$ cat src/rtl/vga_pkg.sv
// Shared screen-state encoding and layer/text codes for the VGA overlay chain.
package vga_pkg;

  typedef enum logic [1:0] {
    MENU = 2'd0,
    PLAY = 2'd1,
    END  = 2'd2
  } screen_t;

  localparam logic [1:0] LAYER_MENU = 2'd0;
  localparam logic [1:0] LAYER_GAME = 2'd1;
  localparam logic [1:0] LAYER_END  = 2'd2;
  localparam logic [1:0] TEXT_TITLE = 2'd0;

  // Winner code to text page: winner+1, pinned at the last page.
  function automatic logic [1:0] win_page(input logic [1:0] w);
    return (w == 2'd3) ? 2'd3 : w + 2'd1;
  endfunction

endpackage

$ cat src/rtl/sync_edge_det.sv
// Two-flop synchronizer for an asynchronous level, followed by a rising-edge pulse.
module sync_edge_det (
  input  logic clk,
  input  logic rst,
  input  logic d,
  output logic pulse
);

  logic s1, s2, s3;

  always_ff @(posedge clk) begin
    if (!rst) begin
      s1 <= 1'b0;
      s2 <= 1'b0;
      s3 <= 1'b0;
    end else begin
      s1 <= d;
      s2 <= s1;
      s3 <= s2;
    end
  end

  assign pulse = s2 & ~s3;

endmodule

$ cat src/rtl/screen_ctrl.sv
// Frame-synchronous MENU/PLAY/END sequencer driving background and char-overlay config.
// Build option: SCREEN_CTRL_AUTO_RESTART_EN leaves END automatically once the hold expires.
//
// state | meaning
// MENU  | title screen, "press start" blink on overlay 2
// PLAY  | game background, overlays off
// END   | end background, winner text, held at least END_FRAMES frames
module screen_ctrl
  import vga_pkg::*;
#(
  parameter int unsigned END_FRAMES   = 300,
  parameter int unsigned BLINK_PERIOD = 32
) (
  input  logic       clk,
  input  logic       rst,
  input  logic       vsync_in,
  input  logic       start_btn,
  input  logic       game_over,
  input  logic [1:0] winner,
  output logic [1:0] layer_sel,
  output logic       char_en,
  output logic       char2_en,
  output logic [1:0] text_page,
  output logic       blink,
  output logic       frame_tick
);

  localparam logic [15:0] END_MAX    = 16'(END_FRAMES);
  localparam logic [7:0]  BLINK_WRAP = 8'(BLINK_PERIOD - 1);

  screen_t     state, state_nxt;
  logic        vs_q, vs_armed;
  logic        start_edge;
  logic        pend_start, pend_nxt;
  logic [1:0]  win_q, win_nxt;
  logic [15:0] end_cnt, end_nxt, end_inc;
  logic [7:0]  blink_cnt, bcnt_nxt;
  logic        blink_ph, bph_nxt;

  sync_edge_det u_start_sync (
    .clk   (clk),
    .rst   (rst),
    .d     (start_btn),
    .pulse (start_edge)
  );

  // vs_armed blocks a tick from a vsync level that was already high at reset release.
  always_ff @(posedge clk) begin
    if (!rst) begin
      vs_q       <= 1'b0;
      vs_armed   <= 1'b0;
      frame_tick <= 1'b0;
    end else begin
      vs_q       <= vsync_in;
      vs_armed   <= vs_armed | ~vsync_in;
      frame_tick <= vsync_in & ~vs_q & vs_armed;
    end
  end

  always_ff @(posedge clk) begin
    if (!rst) begin
      state      <= MENU;
      pend_start <= 1'b0;
      win_q      <= 2'd0;
      end_cnt    <= 16'd0;
      blink_cnt  <= 8'd0;
      blink_ph   <= 1'b0;
    end else begin
      state      <= state_nxt;
      pend_start <= pend_nxt;
      win_q      <= win_nxt;
      end_cnt    <= end_nxt;
      blink_cnt  <= bcnt_nxt;
      blink_ph   <= bph_nxt;
    end
  end

  // The END hold is judged on the post-increment count, so END lasts END_FRAMES ticks.
  always_comb begin
    state_nxt = state;
    pend_nxt  = pend_start | start_edge;
    win_nxt   = win_q;
    end_nxt   = end_cnt;
    bcnt_nxt  = blink_cnt;
    bph_nxt   = blink_ph;
    end_inc   = (end_cnt == END_MAX) ? end_cnt : end_cnt + 16'd1;

    case (state)
      MENU: begin
        if (frame_tick) begin
          if (pend_start) begin
            state_nxt = PLAY;
            pend_nxt  = 1'b0;
          end else if (blink_cnt >= BLINK_WRAP) begin
            bcnt_nxt = 8'd0;
            bph_nxt  = ~blink_ph;
          end else begin
            bcnt_nxt = blink_cnt + 8'd1;
          end
        end
      end
      PLAY: begin
        pend_nxt = 1'b0;
        if (frame_tick && game_over) begin
          state_nxt = END;
          win_nxt   = winner;
          end_nxt   = 16'd0;
        end
      end
      END: begin
`ifdef SCREEN_CTRL_AUTO_RESTART_EN
        pend_nxt = 1'b0;
        if (frame_tick) begin
          end_nxt = end_inc;
          if (end_inc == END_MAX) begin
            state_nxt = MENU;
            bcnt_nxt  = 8'd0;
            bph_nxt   = 1'b0;
          end
        end
`else
        if (frame_tick) begin
          end_nxt = end_inc;
          if (end_inc == END_MAX && pend_start) begin
            state_nxt = MENU;
            pend_nxt  = 1'b0;
            bcnt_nxt  = 8'd0;
            bph_nxt   = 1'b0;
          end
        end
`endif
      end
      default: begin
        state_nxt = MENU;
        pend_nxt  = 1'b0;
      end
    endcase
  end

  always_ff @(posedge clk) begin
    if (!rst) begin
      layer_sel <= LAYER_MENU;
      char_en   <= 1'b1;
      char2_en  <= 1'b0;
      text_page <= TEXT_TITLE;
      blink     <= 1'b0;
    end else begin
      case (state)
        PLAY: begin
          layer_sel <= LAYER_GAME;
          char_en   <= 1'b0;
          char2_en  <= 1'b0;
          text_page <= TEXT_TITLE;
          blink     <= 1'b0;
        end
        END: begin
          layer_sel <= LAYER_END;
          char_en   <= 1'b1;
          char2_en  <= 1'b1;
          text_page <= win_page(win_q);
          blink     <= 1'b0;
        end
        default: begin
          layer_sel <= LAYER_MENU;
          char_en   <= 1'b1;
          char2_en  <= blink_ph;
          text_page <= TEXT_TITLE;
          blink     <= blink_ph;
        end
      endcase
    end
  end

endmodule
$ cat config.mk
export PLATFORM = sky130hd
export DESIGN_NAME = screen_ctrl
export DESIGN_NICKNAME = d
export VERILOG_FILES = /design/src/rtl/vga_pkg.sv /design/src/rtl/sync_edge_det.sv /design/src/rtl/screen_ctrl.sv
export SDC_FILE = /design/constraint.sdc
export NUM_CORES = 1
export LEC_CHECK = 0
export BUFFER_PORTS_ARGS = -buffer_cell sky130_fd_sc_hd__clkbuf_2
export CORE_ASPECT_RATIO = 2
export CORE_MARGIN = 3
export CORE_UTILIZATION = 49
export DETAILED_ROUTE_END_ITERATION = 8
export PLACE_DENSITY = 0.76
export SETUP_SLACK_MARGIN = 0.15
export SLEW_MARGIN = 20
export SYNTH_ARGS = -nofsm -noshare
export SYNTH_HDL_FRONTEND = slang
export SYNTH_SLANG_ARGS = --single-unit
$ cat constraint.sdc
create_clock -name clk -period 2.44 [get_ports clk]
set_input_delay 0.732 -clock clk [delete_from_list [all_inputs] [get_ports clk]]
set_output_delay 0.732 -clock clk [all_outputs]
set_load 0.02 [all_outputs]
== Word-level counts from Yosys, hierarchy flattened ==
Cells that the tools add are included.
Widths: inputs -> output; s select.

* Add/subtract/negate cells: 3
* $lt $le $gt $ge: 1
* Equal/unequal tests: 12
* Multiplexer cells: 31
* Bitwise operators: 10
* Reductions and logical operators: 12

{| class="wikitable"
|+ Operators with widths
! operator !! number
|-
| $mux 16 || 3
|-
| $mux 8 || 5
|-
| $eq 16x9->1 const B || 2
|-
| $pmux 16 s2 || 1
|-
| $add 16x1->16 const B || 1
|-
| $pmux 8 s2 || 1
|-
| $ne 2x2->1 const B || 7
|-
| $mux 2 || 6
|-
| $mux 1 || 10
|-
| $reduce_and 5->1 || 2
|-
| $add 8x1->8 const B || 1
|-
| $ge 8x5->1 const B || 1
|-
| $pmux 1 s2 || 3
|-
| $pmux 2 s3 || 1
|-
| $reduce_and 6->1 || 1
|-
| $not 1->1 || 5
|-
| $eq 2x2->1 const B || 2
|-
| $pmux 2 s2 || 1
|-
| $reduce_and 2->1 || 2
|-
| $reduce_bool 2->1 || 2
|-
| $and 1x1->1 || 3
|-
| $reduce_and 3->1 || 1
|-
| $reduce_or 3->1 || 1
|-
| $add 2x1->2 const B || 1
|-
| 4 further kinds || 6
|}

* Flip-flop bits (word level): 43
* Input port bits: 7
* Output and inout bits: 8
* Word-level logic and storage cells: 86

== Logic depth before layout (Yosys ltp) ==
* Word-level depth: 7
* Gate-level depth with buffers: 10
* Mapped depth without buffers: 9

== Modules after synthesis ==
From an unflattened synthesis, not the netlist that was laid out.

* Cell total of the unflattened synthesis: 277
* Area total of the unflattened synthesis: 2,321.0 um^2

{| class="wikitable"
|+ Modules (own cells, without submodules)
! module !! times used !! cells each !! area each (um^2) !! sequential area each (um^2)
|-
| screen_ctrl || 1 || 270 || 2,228.4 || 800.8
|-
| sync_edge_det || 1 || 7 || 92.6 || 60.1
|}

== Least setup slack after synthesis ==
Ideal clock, no wire load.

* Path kind: register -> register
* Start: register end_cnt[3]
* End: register blink_ph
* Setup time: 120 ps
* Data arrival time: 2,027 ps
* Data required time: 2,320 ps
* Setup slack: 293 ps
* Stages on the path, launching flop included: 9
* Buffers on the path: 1
* Clock period less this slack: 2,147 ps
* Cell sequence: dfxtp_1 > buf_6 > nand2_2 > or4_4 > or3_4 > a22oi_4 > a21o_4 > nand2_4 > o31a_1

* Cells in the longest elaborated chain, start to end: 6
* Elaborated cells between the ends (all ways): 7
* Those cells by class: add/sub: 1; eq/ne: 3; mux: 1; reduce/logical: 2

{| class="wikitable"
|+ Ends and longest elaborated chain
! what !! RTL line !! source
|-
| from (decl) || screen_ctrl.sv:36 || <nowiki>logic [15:0] end_cnt, end_nxt, end_inc;</nowiki>
|-
| from (signal assigned) || screen_ctrl.sv:72 || <nowiki>end_cnt <= end_nxt;</nowiki>
|-
| $add 16x1->16 / $eq 16x9->1 (equally long branches) || screen_ctrl.sv:86 || <nowiki>end_inc = (end_cnt == END_MAX) ? end_cnt : end_cnt + 16'd1;</nowiki>
|-
| $mux 16 * || screen_ctrl.sv:86 ||
|-
| $eq 16x9->1 * || screen_ctrl.sv:124 || <nowiki>if (end_inc == END_MAX && pend_start) begin</nowiki>
|-
| $logic_and 1x1->1 * || screen_ctrl.sv:124 ||
|-
| $ne 2x2->1 (no line) * || n/a ||
|-
| $reduce_and 6->1 (no line) * || n/a ||
|-
| to (signal assigned) || screen_ctrl.sv:74 || <nowiki>blink_ph <= bph_nxt;</nowiki>
|-
| to (decl) || screen_ctrl.sv:38 || <nowiki>logic blink_ph, bph_nxt;</nowiki>
|}

Every way passes the cells marked *; elsewhere a longest branch is shown, timed or not.
A chain may end at the register's enable or synchronous reset.

== Worst setup path in the final report ==
* Start: register end_cnt[7]
* End: register blink_ph

Same word-level chain as after synthesis.

==> run metrics <==
status=complete, no violations; layout cells sized above 1=21.4%; TritonCTS clock tree=yes; Max Clk Rate=0.445 GHz; top cells by count, synth=43 x dfxtp_1, 24 x nor2_1, 22 x nand2_1; RSZ-0062 raised after global routing=yes; CTS Buf Count=5; fin cells=354; initial antenna violation count=0; # rows=35; Worst Hold Class=reg -> reg; Iteration-0 DRC Markers=64; asr flop ratio synth=0%; Worst Skew=0.0131 ns; CTS hold repair buffers=0; die width=54.9 um; power per cell area=487 nW/um2; top_reg_cell synth=dfxtp_1; mean cell area of the mapped netlist=8.24 um2; min Tclk post-route=2.25 ns; FILL cells=431; DRC violations left=0; share of the synthesized area in the top cell type=36.7%; CP max stage delay=0.51 ns; CP Data Arrival Time=2.43 ns; Max Slew Vio Count=0; Via density=6.14; wire length per cell=16.6 um; Pleak=0.976 nW; ant diodes=0; Die Y=104 um; Root Buffer=clkbuf_8; max_cap viols=0; number of synthesized flops with an enable pin=0; first-pass GRT wire length=9890 um; gr ovfl total=0; Yosys warnings=0; final period utilization=92.1%; clock sink count=43; required time of the critical path=2.63 ns; GPL Wtd Cong=0.938; sequence of cells on the critical path=nand2b_4 > or4_4 > or3_4 > a22oi_4 > a21o_4 > nand2_4 > o31a_1; Worst setup SP type=flop; Initial Util=51.0%; register-to-register setup slack=0.19 ns; Core Footprint=4600 um2; worst IR drop on VDD=0.401 mV; Pre-antenna DRT Iters=4; Total Routing Usage GR=23.1%; CP endpoint kind=flop; syn_nets=298; slowest CP cell=or4_4; largest net degree at the start of global routing=16; WS Path Type=reg -> reg; register area share after synthesis=36.7%; worst relative slew slack=68.0%; I/O pin count=15; H-tree depth=2; die area=5710 um2; Clock Latency Late Sink=0.30 ns; vias in the first global route=2166; IO buf count=14; Post-Place Cells=342; synth-to-layout area growth=10.1%; Routed WL=5860 um; top cells by area, synth=dfxtp_1 37%, nor2_1 3.8%, a21oi_1 3.6%, o21ai_0 3.6%, nand2_1 3.5%; Hold Vio Cnt, Final=0; CTS max path bufs=2; Post-Syn Instances=285; Yosys top cell by area=dfxtp_1; Antenna Nets Post-Route=0; slew of the pin with the lowest slew margin=0.478 ns; CP bufs+invs=0; flops & latches, synth=43; Final #Nets=311; via count=2175; synthesized cell area=2350 um2; Max FO, Critical Path=7; Clock transition at path regs=0.09 ns; Final setup viols=0; Distinct cells, synth=55; Crit path max-delay family=simple AND/OR/NAND/NOR gates; dpl hpwl=4340 um; count leader, synth=dfxtp_1; Final TNS setup=0 ns
## cells in the final DEF (no fill, tap or decap), types with 2 or more instances in the layout
cell type  instances
dfxtp_2            5
and4_2             2
nand2_1           22
mux2i_1            5
o211a_1            3
a41oi_1            2
and2_1             7
dfxtp_1           38
nand3_1           10
a31oi_1            6
ha_1               6
a22oi_1            2
o21a_1             2
and3_2             3
a211oi_1           2
and3_1             2
clkbuf_2          14
buf_4             15
and4_4             2
nor3b_1            2
a311oi_1           7
xnor2_1            2
clkbuf_8           5
inv_1             17
o311a_1            2
o211ai_1           7
nand4_1            8
o21ai_0           17
a21oi_1           17
nor2_1            24
a21o_1             3
nor3_1            11
## cell families after synthesis
group	synth area share [%]
compound gates	23.7
xor+xnor	0.746
fa+ha+maj	3.20
buf+inv	8.37
flops	36.7
mux	2.61
simple gates	24.7
## report_power, final
part	leakage (nW)	internal, mW	switching, mW
Combinational	0.584	0.0292	0.0529
Sequential	0.350	0.713	0.00853
Clock	0.0412	0.200	0.256
## through the flow
step / cell area (um2) / utilization (%) / power [mW] / hold slack, ns / worst slack [ns]
2_1_floorplan: 2350 / - / 0.793 / 0.372 / 0.293
3_3_place_gp: 2440 / 53.0 / 0.816 / 0.379 / 0.229
3_5_place_dp: 2440 / 53.0 / 0.819 / 0.405 / 0.166
4_1_cts: 2520 / 54.9 / 1.26 / 0.418 / 0.174
5_1_grt: 2580 / 56.2 / 1.31 / 0.430 / 0.145
6_report: 2580 / 56.2 / 1.26 / 0.412 / 0.194
## flip-flops by register name (all words and copies together), names as in the netlist
signal,flops
char_en,1
text_page,2
u_start_sync.s1,1
vs_armed,1
blink_cnt,8
blink_ph,1
u_start_sync.s3,1
char2_en,1
pend_start,1
blink,1
state,2
u_start_sync.s2,1
vs_q,1
layer_sel,2
win_q,2
frame_tick,1
end_cnt,16
## final cells by class
type	instances	area (um2)	area share (%)
multi-input combinational	202	1320	51.0
sequential	43	867	33.5
timing repair buffer	29	183	7.07
clock buffer	6	72.6	2.81
tap	55	68.8	2.66
inverter	17	63.8	2.47
clock inverter	2	12.5	0.484
## routing by layer
metal / vias to the layer above / global-route usage [%] / wire [um]
met5: - / 0 / 0
met4: 0 / 12.2 / 254
met3: 24 / 3.30 / 156
met2: 56 / 42.1 / 3350
met1: 1039 / 22.8 / 2100
li1: 1056 / - / -
## path summary, 6_finish.rpt
| check | end | cells past startpoint | start |
|---|---|---|---|
| worst max-delay path | blink_ph$_SDFFE_PN0P_ | 7 | end_cnt[7]$_SDFFE_PN0P_ |
| worst min-delay path | frame_tick$_SDFF_PN0_ | 1 | vs_q$_SDFF_PN0_ |
| worst max register to register | blink_ph$_SDFFE_PN0P_ | 7 | end_cnt[7]$_SDFFE_PN0P_ |
| worst min register to register | frame_tick$_SDFF_PN0_ | 1 | vs_q$_SDFF_PN0_ |
## what timing repair did
action	in CTS	in global routing
setup endpoints to repair	1	8
pin swaps	0	5
resized for setup	1	12
buffers inserted	0	4
(Power assumes the default switching activity.)
